### config.mk
export PLATFORM = sky130hd
export DESIGN_NAME = attn_inst_sequencer_flat
export DESIGN_NICKNAME = d
export VERILOG_FILES = /design/src/rtl/attn_inst_sequencer_pkg.sv /design/src/rtl/attn_inst_sequencer_if.sv /design/src/rtl/attn_inst_sequencer_inst_pack.sv /design/src/rtl/attn_inst_sequencer.sv /design/src/flat_wrapper.sv
export SDC_FILE = /design/constraint.sdc
export NUM_CORES = 1
export LEC_CHECK = 0
export ABC_AREA = 1
export CORE_MARGIN = 2
export CORE_UTILIZATION = 36
export DETAILED_ROUTE_END_ITERATION = 12
export PLACE_DENSITY = 0.59
export SLEW_MARGIN = 20
export SYNTH_ARGS = -nofsm -noshare
export SYNTH_HDL_FRONTEND = slang
export SYNTH_HIERARCHICAL = 1
export SYNTH_SLANG_ARGS = --single-unit
export TNS_END_PERCENT = 50
### constraint.sdc
create_clock -name clk -period 3.8 [get_ports clk]
set_input_delay 0.76 -clock clk [delete_from_list [all_inputs] [get_ports clk]]
set_output_delay 0.76 -clock clk [all_outputs]
set_load 0.02 [all_outputs]
### src/rtl/attn_inst_sequencer_pkg.sv
// -----------------------------------------------------------------------------
// attn_pkg
// Shared definitions for the attention instruction sequencer:
//   - bit positions of every field in the 19-bit fullchip instruction word
//   - sequencer state enumeration
//   - SFP sub-cycle encodings (five sub-cycles per pmem row)
//   - inst_fields_t, the unpacked view of an instruction consumed by inst_pack
// -----------------------------------------------------------------------------
package attn_pkg;

   localparam int INST_W       = 19;
   localparam int FA_W         = 4;   // width of qkmem_add / pmem_add fields

   localparam int DIV_B        = 18;
   localparam int ACC_B        = 17;
   localparam int OFIFO_RD_B   = 16;
   localparam int QK_ADD_LSB   = 12;
   localparam int PMEM_ADD_LSB = 8;
   localparam int EXEC_B       = 7;
   localparam int LOAD_B       = 6;
   localparam int QMEM_RD_B    = 5;
   localparam int QMEM_WR_B    = 4;
   localparam int KMEM_RD_B    = 3;
   localparam int KMEM_WR_B    = 2;
   localparam int PMEM_RD_B    = 1;
   localparam int PMEM_WR_B    = 0;

   typedef enum logic [3:0] {
      IDLE,
      LOAD,
      GAP1,
      EXEC,
      GAP2,
      MOVE,
      SFP,
      TAIL,
      DONE
   } state_t;

   localparam logic [2:0] S0 = 3'd0;
   localparam logic [2:0] S1 = 3'd1;
   localparam logic [2:0] S2 = 3'd2;
   localparam logic [2:0] S3 = 3'd3;
   localparam logic [2:0] S4 = 3'd4;

   typedef struct packed {
      logic            div_ready;
      logic            acc_ready;
      logic            ofifo_rd;
      logic [FA_W-1:0] qkmem_add;
      logic [FA_W-1:0] pmem_add;
      logic            execute;
      logic            load;
      logic            qmem_rd;
      logic            qmem_wr;
      logic            kmem_rd;
      logic            kmem_wr;
      logic            pmem_rd;
      logic            pmem_wr;
   } inst_fields_t;

endpackage

### src/rtl/attn_inst_sequencer_if.sv
// -----------------------------------------------------------------------------
// attn_inst_sequencer_if
// Host/control bundle of the sequencer.
//   start      host -> seq   one-cycle start request
//   host_inst  host -> seq   instruction passed through while idle
//   inst       seq  -> chip  registered fullchip instruction word
//   busy       seq  -> host  sequence in progress
//   done       seq  -> host  one-cycle end-of-sequence pulse
//   sum_valid  seq  -> cap   sum_out1/2 valid this cycle
//   out_valid  seq  -> cap   out1/2 valid this cycle
//   row_idx    seq  -> cap   row the valid strobes refer to
// master: host/capture side; slave: the sequencer.
// -----------------------------------------------------------------------------
interface attn_inst_sequencer_if
   import attn_pkg::*;
#(
   parameter int ADDR_W = 4
) ();

   logic              start;
   logic [INST_W-1:0] host_inst;
   logic [INST_W-1:0] inst;
   logic              busy;
   logic              done;
   logic              sum_valid;
   logic              out_valid;
   logic [ADDR_W-1:0] row_idx;

   modport master (
      output start, host_inst,
      input  inst, busy, done, sum_valid, out_valid, row_idx
   );

   modport slave (
      input  start, host_inst,
      output inst, busy, done, sum_valid, out_valid, row_idx
   );

endinterface

### src/rtl/attn_inst_sequencer_inst_pack.sv
// -----------------------------------------------------------------------------
// inst_pack
// Purely combinational: packs the individual instruction fields into the
// 19-bit fullchip instruction word.
//   i_fields  in   field values
//   o_inst    out  packed instruction word
// -----------------------------------------------------------------------------
module inst_pack
   import attn_pkg::*;
(
   input  inst_fields_t      i_fields,
   output logic [INST_W-1:0] o_inst
);

   always_comb begin
      o_inst                            = '0;
      o_inst[DIV_B]                     = i_fields.div_ready;
      o_inst[ACC_B]                     = i_fields.acc_ready;
      o_inst[OFIFO_RD_B]                = i_fields.ofifo_rd;
      o_inst[QK_ADD_LSB +: FA_W]        = i_fields.qkmem_add;
      o_inst[PMEM_ADD_LSB +: FA_W]      = i_fields.pmem_add;
      o_inst[EXEC_B]                    = i_fields.execute;
      o_inst[LOAD_B]                    = i_fields.load;
      o_inst[QMEM_RD_B]                 = i_fields.qmem_rd;
      o_inst[QMEM_WR_B]                 = i_fields.qmem_wr;
      o_inst[KMEM_RD_B]                 = i_fields.kmem_rd;
      o_inst[KMEM_WR_B]                 = i_fields.kmem_wr;
      o_inst[PMEM_RD_B]                 = i_fields.pmem_rd;
      o_inst[PMEM_WR_B]                 = i_fields.pmem_wr;
   end

endmodule

### src/rtl/attn_inst_sequencer.sv
// -----------------------------------------------------------------------------
// attn_inst_sequencer
// Drives the fullchip instruction bus. While idle the host instruction is
// passed through with one cycle of latency; a start pulse runs the complete
// K-load / Q-execute / ofifo->pmem move / SFP accumulate-divide sequence and
// raises sample strobes for the downstream capture logic.
//   clk    in   clock, rising edge
//   reset  in   asynchronous, active-high
//   bus    slave modport of attn_inst_sequencer_if (start, host_inst in;
//          inst, busy, done, sum_valid, out_valid, row_idx out)
// Every output is a register loaded from the decode of the *next* state, so
// the outputs line up with the state the sequencer is in during that cycle.
// -----------------------------------------------------------------------------
module attn_inst_sequencer
   import attn_pkg::*;
#(
   parameter int COL         = 8,
   parameter int TOTAL_CYCLE = 8,
   parameter int GAP_CYCLES  = 10,
   parameter int ADDR_W      = 4
) (
   input  logic                  clk,
   input  logic                  reset,
   attn_inst_sequencer_if.slave  bus
);

   localparam int CNT_W = 16;

   localparam logic [CNT_W-1:0]  LOAD_LAST = CNT_W'(COL + 2);
   localparam logic [CNT_W-1:0]  COL_C     = CNT_W'(COL);
   localparam logic [CNT_W-1:0]  GAP_LAST  = CNT_W'(GAP_CYCLES - 1);
   localparam logic [CNT_W-1:0]  RUN_LAST  = CNT_W'(TOTAL_CYCLE);   // drain cycle index
   localparam logic [CNT_W-1:0]  TAIL_LAST = CNT_W'(1);
   localparam logic [ADDR_W-1:0] ROW_LAST  = ADDR_W'(TOTAL_CYCLE - 1);

   state_t             r_state;
   logic [CNT_W-1:0]   r_cnt;
   logic [ADDR_W-1:0]  r_row;
   logic [2:0]         r_sub;
   logic [INST_W-1:0]  r_inst;
   logic               r_busy;
   logic               r_done;
   logic               r_sum_valid;
   logic               r_out_valid;
   logic [ADDR_W-1:0]  r_row_idx;

   state_t             w_nstate;
   logic [CNT_W-1:0]   w_ncnt;
   logic [ADDR_W-1:0]  w_nrow;
   logic [2:0]         w_nsub;
   inst_fields_t       w_fields;
   logic [INST_W-1:0]  w_packed;
   logic [INST_W-1:0]  w_ninst;
   logic               w_nbusy;
   logic               w_ndone;
   logic               w_nsum_valid;
   logic               w_nout_valid;
   logic [ADDR_W-1:0]  w_nrow_idx;

   // Next-state and phase counters; every phase starts its counter at 0.
   always_comb begin
      w_nstate = r_state;
      w_ncnt   = r_cnt + CNT_W'(1);
      w_nrow   = r_row;
      w_nsub   = r_sub;
      case (r_state)
         IDLE: begin
            w_ncnt = '0;
            if (bus.start) w_nstate = LOAD;
         end
         LOAD: begin
            if (r_cnt == LOAD_LAST) begin
               w_nstate = (GAP_CYCLES > 0) ? GAP1 : EXEC;
               w_ncnt   = '0;
            end
         end
         GAP1: begin
            if (r_cnt == GAP_LAST) begin
               w_nstate = EXEC;
               w_ncnt   = '0;
            end
         end
         EXEC: begin
            if (r_cnt == RUN_LAST) begin
               w_nstate = (GAP_CYCLES > 0) ? GAP2 : MOVE;
               w_ncnt   = '0;
            end
         end
         GAP2: begin
            if (r_cnt == GAP_LAST) begin
               w_nstate = MOVE;
               w_ncnt   = '0;
            end
         end
         MOVE: begin
            if (r_cnt == RUN_LAST) begin
               w_nstate = SFP;
               w_ncnt   = '0;
               w_nrow   = '0;
               w_nsub   = S0;
            end
         end
         SFP: begin
            w_ncnt = '0;
            if (r_sub == S4) begin
               w_nsub = S0;
               if (r_row == ROW_LAST) begin
                  w_nstate = TAIL;
                  w_nrow   = '0;
               end else begin
                  w_nrow = r_row + ADDR_W'(1);
               end
            end else begin
               w_nsub = r_sub + 3'd1;
            end
         end
         TAIL: begin
            if (r_cnt == TAIL_LAST) begin
               w_nstate = DONE;
               w_ncnt   = '0;
            end
         end
         DONE: begin
            w_nstate = IDLE;
            w_ncnt   = '0;
         end
         default: begin
            w_nstate = IDLE;
            w_ncnt   = '0;
         end
      endcase
   end

   // Output decode of the state being entered.
   always_comb begin
      w_fields     = '0;
      w_nbusy      = 1'b0;
      w_ndone      = 1'b0;
      w_nsum_valid = 1'b0;
      w_nout_valid = 1'b0;
      w_nrow_idx   = '0;
      case (w_nstate)
         LOAD: begin
            w_nbusy       = 1'b1;
            w_fields.load = (w_ncnt != LOAD_LAST);
            if ((w_ncnt >= CNT_W'(1)) && (w_ncnt <= COL_C)) begin
               w_fields.kmem_rd   = 1'b1;
               w_fields.qkmem_add = FA_W'(w_ncnt - CNT_W'(1));
            end
         end
         GAP1, GAP2: begin
            w_nbusy = 1'b1;
         end
         EXEC: begin
            w_nbusy = 1'b1;
            if (w_ncnt < RUN_LAST) begin
               w_fields.execute   = 1'b1;
               w_fields.qmem_rd   = 1'b1;
               w_fields.qkmem_add = FA_W'(w_ncnt);
            end
         end
         MOVE: begin
            w_nbusy = 1'b1;
            if (w_ncnt < RUN_LAST) begin
               w_fields.ofifo_rd = 1'b1;
               w_fields.pmem_wr  = 1'b1;
               w_fields.pmem_add = FA_W'(w_ncnt);
            end
         end
         SFP: begin
            w_nbusy            = 1'b1;
            w_fields.pmem_rd   = 1'b1;
            w_fields.pmem_add  = FA_W'(w_nrow);
            w_fields.acc_ready = (w_nsub == S1) || (w_nsub == S2);
            w_fields.div_ready = (w_nsub == S3) || (w_nsub == S4);
            if (w_nsub == S3) begin
               w_nsum_valid = 1'b1;
               w_nrow_idx   = w_nrow;
            end
            // out of the previous row becomes valid as the next row starts
            if ((w_nsub == S0) && (w_nrow != '0)) begin
               w_nout_valid = 1'b1;
               w_nrow_idx   = w_nrow - ADDR_W'(1);
            end
         end
         TAIL: begin
            w_nbusy            = 1'b1;
            w_fields.div_ready = 1'b1;
         end
         DONE: begin
            w_ndone      = 1'b1;
            w_nout_valid = 1'b1;
            w_nrow_idx   = ROW_LAST;
         end
         default: begin
            w_nbusy = 1'b0;
         end
      endcase
   end

   inst_pack u_inst_pack (
      .i_fields (w_fields),
      .o_inst   (w_packed)
   );

   assign w_ninst = (w_nstate == IDLE) ? bus.host_inst : w_packed;

   always_ff @(posedge clk or posedge reset) begin
      if (reset) begin
         r_state     <= IDLE;
         r_cnt       <= '0;
         r_row       <= '0;
         r_sub       <= S0;
         r_inst      <= '0;
         r_busy      <= 1'b0;
         r_done      <= 1'b0;
         r_sum_valid <= 1'b0;
         r_out_valid <= 1'b0;
         r_row_idx   <= '0;
      end else begin
         r_state     <= w_nstate;
         r_cnt       <= w_ncnt;
         r_row       <= w_nrow;
         r_sub       <= w_nsub;
         r_inst      <= w_ninst;
         r_busy      <= w_nbusy;
         r_done      <= w_ndone;
         r_sum_valid <= w_nsum_valid;
         r_out_valid <= w_nout_valid;
         r_row_idx   <= w_nrow_idx;
      end
   end

   assign bus.inst      = r_inst;
   assign bus.busy      = r_busy;
   assign bus.done      = r_done;
   assign bus.sum_valid = r_sum_valid;
   assign bus.out_valid = r_out_valid;
   assign bus.row_idx   = r_row_idx;

endmodule
### src/flat_wrapper.sv
// flat-port wrapper written by rule: the top's interface ports become plain ports
module attn_inst_sequencer_flat import attn_pkg::*;
#(
   parameter int COL         = 8,
   parameter int TOTAL_CYCLE = 8,
   parameter int GAP_CYCLES  = 10,
   parameter int ADDR_W      = 4
)
  (clk, reset, bus_start, bus_host_inst, bus_inst, bus_busy, bus_done, bus_sum_valid, bus_out_valid, bus_row_idx);
  attn_inst_sequencer_if #(.ADDR_W(ADDR_W)) bus_i ();
  input  logic clk;
  input  logic reset;
  input wire logic [$bits(bus_i.start)-1:0] bus_start;
  input wire logic [$bits(bus_i.host_inst)-1:0] bus_host_inst;
  output wire logic [$bits(bus_i.inst)-1:0] bus_inst;
  output wire logic [$bits(bus_i.busy)-1:0] bus_busy;
  output wire logic [$bits(bus_i.done)-1:0] bus_done;
  output wire logic [$bits(bus_i.sum_valid)-1:0] bus_sum_valid;
  output wire logic [$bits(bus_i.out_valid)-1:0] bus_out_valid;
  output wire logic [$bits(bus_i.row_idx)-1:0] bus_row_idx;
  assign bus_i.start = bus_start;
  assign bus_i.host_inst = bus_host_inst;
  assign bus_inst = bus_i.inst;
  assign bus_busy = bus_i.busy;
  assign bus_done = bus_i.done;
  assign bus_sum_valid = bus_i.sum_valid;
  assign bus_out_valid = bus_i.out_valid;
  assign bus_row_idx = bus_i.row_idx;
  attn_inst_sequencer #(.COL(COL), .TOTAL_CYCLE(TOTAL_CYCLE), .GAP_CYCLES(GAP_CYCLES), .ADDR_W(ADDR_W)) u_core (.clk(clk), .reset(reset), .bus(bus_i));
endmodule
==> reports/metrics.cfg, run 1 <==
[run_status]
status=finished clean

[route]
drt-vias-per-instance=4.71
drtAntennaViolNets=0
first_pass_iters=4
vias=3259
routedWlPerCell_um=12.7
wl_mm=8.78
drt_iter0_drc=112
drc=0

[synthesis]
yosys_warnings=6
synth_cell_types=35
synth_edf_count=0
synth_area_um2=3740
yosysSeqAreaShare_pct=36.1
synth.most_common_cell=nand2_1
syn_avg_cell_area_um2=7.21
syn_inst=519
synth_top_area_share_pct=36.1
synth_ff_type=dfrtp_1
synth_common_cells=123 x nand2_1, 77 x inv_1, 62 x nand3_1, 59 x nor2_1, 54 x dfrtp_1
yosysTopAreaCell=dfrtp_1
synth.area.top_cells=dfrtp_1 36%, nand2_1 12%, nand3_1 8.3%, inv_1 7.7%, nor2_1 5.9%
synth-async-reset-ratio_pct=100
ys_seq_elements=54

[cts]
cts_resized=0
cts-hold-fix-buffers=0
cts_setup_buffers=0
clockRootBuffer=clkbuf_8
insertion_delay_ps=320
cts.clk_slew.worst_paths_ps=100
cts_tree=done
cts_sinks=54
htree_levels=2
cts_buffers=5
clock_path_buffers=2

[grt]
grt_first_pass_wirelength_mm=15.3
overflow=0
grt_max_degree=36
grt_antenna_before_repair=0
grt_use_total_pct=16.7
grt_pass1_vias=3316

[die]
die_x_um=106
num_rows=37
initial_core_util_pct=36.7
pin_count=49
core_um2=10200
die_area_um2=11200
die_y_um=106

[hold_path]
holdCritPathClass=flip-flop to flip-flop

[run]
drv_cap=0

[pwr]
power_density_nw_per_um2=225
power_uw=977
p_leak_uw=0.00235
peakVddDrop_mv=0.136

[setup_path]
regToRegSetupSlack_ps=890
endpoint_kind=flip-flop
cp_max_fo=35
cp_data_arrival_time_ps=3160
worstSetupPathType=flip-flop to flip-flop
worstPathRequired_ps=4040
cp-start-kind=flip-flop

[placed_design]
portBuffers=48
postPlaceCellArea_um2=4240
place_hpwl_mm=6.84
gp_congestion=0.850

[sta]
fmax_ghz=0.343
hold_viol=0
finalCriticalPeriod_ps=2910
rsz0062_at_grt=false
slew_headroom_pct=47.6
worstMarginPinSlew_ps=786
maxSlewViolCount=0
setup_violations=0
fin_setup_tns_ps=0
final.setup_skew_ps=9.46
min_period_over_period_pct=76.7

[cells_and_area]
nFillCells=1081
design_area_um2=4340
final_nets=589
layout-drive-gt1-share_pct=13.5
area_growth_pct=15.9
insertedDiodeCount=0

## flip-flops by register name, indices dropped and copies added (netlist names)
signal	cells
u_core/bus.out_valid	1
u_core/bus.sum_valid	1
u_core/r_sub	3
u_core/bus.inst	19
u_core/r_row	4
u_core/bus.done	1
u_core/r_state	4
u_core/bus.row_idx	4
u_core/bus.busy	1
u_core/r_cnt	16
## worst max-delay path: stages, from the launching register on
cell,delay (ps)
dfrtp_1,430
inv_1,140
ha_1,160
nand3_1,90
nor2_2,190
nand2_4,110
nand2_1,90
nand2_1,50
nor2_1,140
nand3_2,150
nor2_4,140
nand3_2,600
buf_4,400
o21ai_0,130
## placed cells by master, fill, tap and decap left out, drive strengths merged
cell	Yosys	layout
clkinvlp	0	1
or2	4	4
conb	1	2
buf	23	4
o21bai	2	2
clkdlybuf4s50	0	48
inv	84	85
o21ai	34	34
nand3b	2	2
ha	12	12
nand3	66	66
dfrtp	54	54
nor3	3	3
o2111ai	1	1
xor2	3	3
a21o	1	1
clkbuf	1	6
nand4	8	8
o22ai	3	3
a21oi	2	2
nand2	145	145
o31ai	1	1
nor2	69	69
## through the flow
stage / cells / hold slack, ps / setup slack, ps / utilization, %
2_1_floorplan: 520 / 540 / 1350 / -
3_3_place_gp: 684 / 584 / 863 / 41.6
3_5_place_dp: 684 / 588 / 797 / 41.6
4_1_cts: 692 / 615 / 873 / 42.6
5_1_grt: 692 / 652 / 596 / 42.6
6_report: 692 / 609 / 886 / 42.6
## final cells by class
type	count	area, um2	share of cell area [%]
clock inverters	2	16.3	0.375
flip-flops and latches	54	1350	31.1
inverters	84	315	7.27
multi-input cells	358	1890	43.6
clock buffers	6	82.6	1.90
repair buffers	52	510	11.8
well taps	136	170	3.92
## where the power goes
part | internal [uW] | switching (uW)
Sequential | 575 | 0.226
Clock | 151 | 207
Combinational | 23.7 | 20.5
Total | 750 | 228
## layer usage
layer	part of all wire (%)	track usage [%]
met5	0	0
met4	1.4	5.17
met3	2.2	2.39
met2	52	30.1
met1	44	20.5
## logic make-up after synthesis
kind of cell | count (synthesis) | share of synthesized area (%)
xor+xnor | 3 | 0.702
simple gates | 297 | 37.7
buf+inv | 108 | 13.4
other cells | 1 | 0.100
compound gates | 44 | 7.92
flops | 54 | 36.1
fa+ha+maj | 12 | 4.01
## path summary, 6_finish.rpt
kind                                           startpoint                            to  cells past startpoint
worst max-delay path            u_core/r_cnt[0]$_DFF_PP0_  u_core/bus.inst[2]$_DFF_PP0_                     13
max in group asynchronous                           reset   u_core/r_state[2]$_DFF_PP0_                      3
worst max register to register  u_core/r_cnt[0]$_DFF_PP0_  u_core/bus.inst[2]$_DFF_PP0_                     13
worst min-delay path            u_core/r_sub[2]$_DFF_PP0_     u_core/r_sub[2]$_DFF_PP0_                      2
min in group asynchronous                           reset     u_core/r_cnt[7]$_DFF_PP0_                      2
worst min register to register  u_core/r_sub[2]$_DFF_PP0_     u_core/r_sub[2]$_DFF_PP0_                      2
(Power assumes the default switching activity.)
==> inputs of run 2 (changes only) <==
==> constraint.sdc (replaced) <==
create_clock -name clk -period 2.9 [get_ports clk]
set_input_delay 0.58 -clock clk [delete_from_list [all_inputs] [get_ports clk]]
set_output_delay 0.58 -clock clk [all_outputs]
set_load 0.02 [all_outputs]
==> run 2 against run 1 <==
  * Register-to-register slack got worse by 540 ps
  * Highest routed layer unchanged
  * Clock power increased by 44%
  * Largest cell class unchanged
  * Via count increased by 0.40%
  * Sequential share of layout area decreased by 0.22 points
  * Setup slack got worse by 540 ps
  * Critical path type unchanged
==> reports/metrics.cfg, run 2 (same netlist as run 1, synthesis figures left out) <==
[die]
core_um2=10200  ; unchanged
initial_core_util_pct=36.7  ; unchanged
pin_count=49  ; unchanged
num_rows=37  ; unchanged
die_x_um=106  ; unchanged
die_y_um=106  ; unchanged
die_area_um2=11200  ; unchanged

[grt]
grt_first_pass_wirelength_mm=15.0  ; was 15.3 mm
overflow=0  ; unchanged
grt_use_total_pct=16.4  ; was 16.7%
grt_pass1_vias=3346  ; was 3,316
grt_max_degree=39  ; was 36
grt_antenna_before_repair=0  ; unchanged

[cts]
clock_path_buffers=2  ; unchanged
cts_tree=done  ; unchanged
cts_setup_buffers=0  ; unchanged
cts_resized=0  ; unchanged
cts_sinks=54  ; unchanged
htree_levels=2  ; unchanged
clockRootBuffer=clkbuf_8  ; unchanged
cts-hold-fix-buffers=0  ; unchanged
cts.clk_slew.worst_paths_ps=100  ; about the same
insertion_delay_ps=310  ; was 320 ps
cts_buffers=5  ; unchanged

[route]
drtAntennaViolNets=0  ; unchanged
routedWlPerCell_um=12.6  ; was 12.7 um
wl_mm=8.70  ; was 8.78 mm
drt-vias-per-instance=4.73  ; was 4.71
vias=3272  ; was 3,259
drt_iter0_drc=104  ; was 112
drc=0  ; unchanged
first_pass_iters=4  ; unchanged

[setup_path]
cp-start-kind=flip-flop  ; unchanged
cp_max_fo=9  ; was 35
endpoint_kind=flip-flop  ; unchanged
timing.rr.start=u_core/r_cnt[1]$_DFF_PP0_  ; was u_core/r_cnt[0]$_DFF_PP0_
worstSetupPathType=flip-flop to flip-flop  ; unchanged
crit_path_end=u_core/bus.inst[12]$_DFF_PP0_  ; was u_core/bus.inst[2]$_DFF_PP0_
cp_data_arrival_time_ps=2750  ; was 3160 ps
worstPathRequired_ps=3100  ; was 4040 ps
regToRegSetupSlack_ps=350  ; was 890 ps
reg2reg_to=u_core/bus.inst[12]$_DFF_PP0_  ; was u_core/bus.inst[2]$_DFF_PP0_
crit_path_start=u_core/r_cnt[1]$_DFF_PP0_  ; was u_core/r_cnt[0]$_DFF_PP0_
r2r_cells=22  ; was 13

[cells_and_area]
layout-drive-gt1-share_pct=14.0  ; was 13.5%
final_nets=589  ; unchanged
final_util_pct=42.9  ; was 42.6%
mostFrequentLayoutCells=121 x nand2_1, 75 x inv_1, 62 x nand3_1, 59 x nor2_1, 53 x dfrtp_1  ; was 123 x nand2_1, 76 x inv_1, 62 x nand3_1, 59 x nor2_1, 54 x dfrtp_1
design_area_um2=4370  ; was 4340 um2
final_common_cell=nand2_1  ; unchanged
nFillCells=1077  ; was 1,081
area_growth_pct=16.9  ; was 15.9%
largest_register_ffs=19  ; unchanged
insertedDiodeCount=0  ; unchanged

[pwr]
p_leak_uw=0.00236  ; was 0.00235 uW
peakVddDrop_mv=0.178  ; was 0.136 mV
power_density_nw_per_um2=304  ; was 225 nW/um2
power.share.clock_pct=38.8  ; was 36.6%
comb_power_share_pct=4.5  ; about the same
seqPwrFrac_pct=56.7  ; was 58.9%
p_sw_share_pct=21.4  ; was 23.3%
p_switching_uw=285  ; was 228 uW
p_int_uw=1040  ; was 750 uW

[sta]
worstMarginPinSlew_ps=614  ; was 786 ps
slew_headroom_pct=59.1  ; was 47.6%
setup_violations=0  ; unchanged
hold_slack_ps=600  ; was 609 ps
hold_viol=0  ; unchanged
min_period_over_period_pct=87.9  ; was 76.7%
fmax_ghz=0.392  ; was 0.343 GHz
finalCriticalPeriod_ps=2550  ; was 2910 ps
final.setup_skew_ps=3.72  ; was 9.46 ps
maxSlewViolCount=0  ; unchanged
fin_setup_tns_ps=0  ; unchanged

[placed_design]
gp_congestion=0.895  ; was 0.850
portBuffers=48  ; unchanged
postPlaceCellArea_um2=4250  ; was 4240 um2
place_hpwl_mm=6.83  ; was 6.84 mm

[hold_path]
holdCritPathClass=flip-flop to flip-flop  ; unchanged

[run]
drv_cap=0  ; unchanged

[run_status]
status=finished clean  ; unchanged

run 2: cell types whose count changed in the layout (fill, tap and decap cells not counted):
cell	change
nand2_1	-2
clkbuf_8	-1
dfrtp_2	+1
clkbuf_1	+1
nand2_2	+1
bufinv_16	+1
inv_2	+1
nand2_4	+1
dfrtp_1	-1
buf_4	-1
inv_6	-1
buf_12	+1
inv_1	-1
run 2: critical path, cell delays in order (launching register included):
cell and delay, ps:
dfrtp_1 450, inv_1 110, ha_1 170, nand3_1 80, nor2_1 140, nand2_2 110, nand2_4 90, nand2_1 80
inv_1 60, nand3_1 140, nand2_4 150, inv_1 70, ha_1 190, inv_1 50, nand3_1 70, nand2_1 60
nand2_1 50, nand2_1 140, nand2_1 70, nand2_1 50, inv_1 40, nand2_2 60, o21ai_2 50
run 2: worst min-delay path by stage:
| stage | to | startpoint | slack, ps | depth (start not counted) |
|---|---|---|---|---|
| after floorplan | u_core/r_sub[2]$_DFF_PP0_ | u_core/r_sub[2]$_DFF_PP0_ | 540 | 2 |
| after global placement | u_core/r_sub[2]$_DFF_PP0_ | u_core/r_sub[2]$_DFF_PP0_ | 570 | 2 |
| after detailed placement | u_core/r_sub[2]$_DFF_PP0_ | u_core/r_sub[2]$_DFF_PP0_ | 580 | 2 |
| after CTS | u_core/r_sub[2]$_DFF_PP0_ | u_core/r_sub[2]$_DFF_PP0_ | 600 | 2 |
| after global routing | u_core/r_sub[2]$_DFF_PP0_ | u_core/r_sub[2]$_DFF_PP0_ | 640 | 2 |
| final | u_core/r_sub[2]$_DFF_PP0_ | u_core/r_sub[2]$_DFF_PP0_ | 600 | 2 |
run 2: final cells by class:
| class | count | area (um2) | share of cell area, % |
|---|---|---|---|
| Multi-Input combinational cell | 358 | 1900 | 43.5 |
| Sequential cell | 54 | 1350 | 30.9 |
| Timing Repair Buffer | 52 | 523 | 12.0 |
| Inverter | 84 | 315 | 7.21 |
| Tap cell | 136 | 170 | 3.89 |
| Clock buffer | 6 | 72.6 | 1.66 |
| Clock inverter | 2 | 37.5 | 0.858 |
run 2: power by group through the flow:
stage	Clock [uW]	Combinational [uW]	Sequential, uW
4_1_cts	538	61.5	754
5_1_grt	561	67.0	754
3_3_place_gp	0	60.5	769
3_5_place_dp	0	61.4	769
2_1_floorplan	0	20.3	771
6_report	515	59.5	754
run 2: through the flow:
| stage | setup WS (ps) | std cells | total power (uW) |
|---|---|---|---|
| floorplan | 455 | 520 | 791 |
| global placement | 358 | 684 | 829 |
| detailed placement | 267 | 684 | 831 |
| CTS | 240 | 692 | 1350 |
| global route | -5.21 | 692 | 1380 |
| finish | 350 | 692 | 1330 |
run 2: routing by layer:
layer / GRT usage (%) / wire length, um
met3: 2.82 / 232
met5: 0 / 0
met1: 20.2 / 3980
met2: 29.1 / 4350
met4: 4.98 / 130
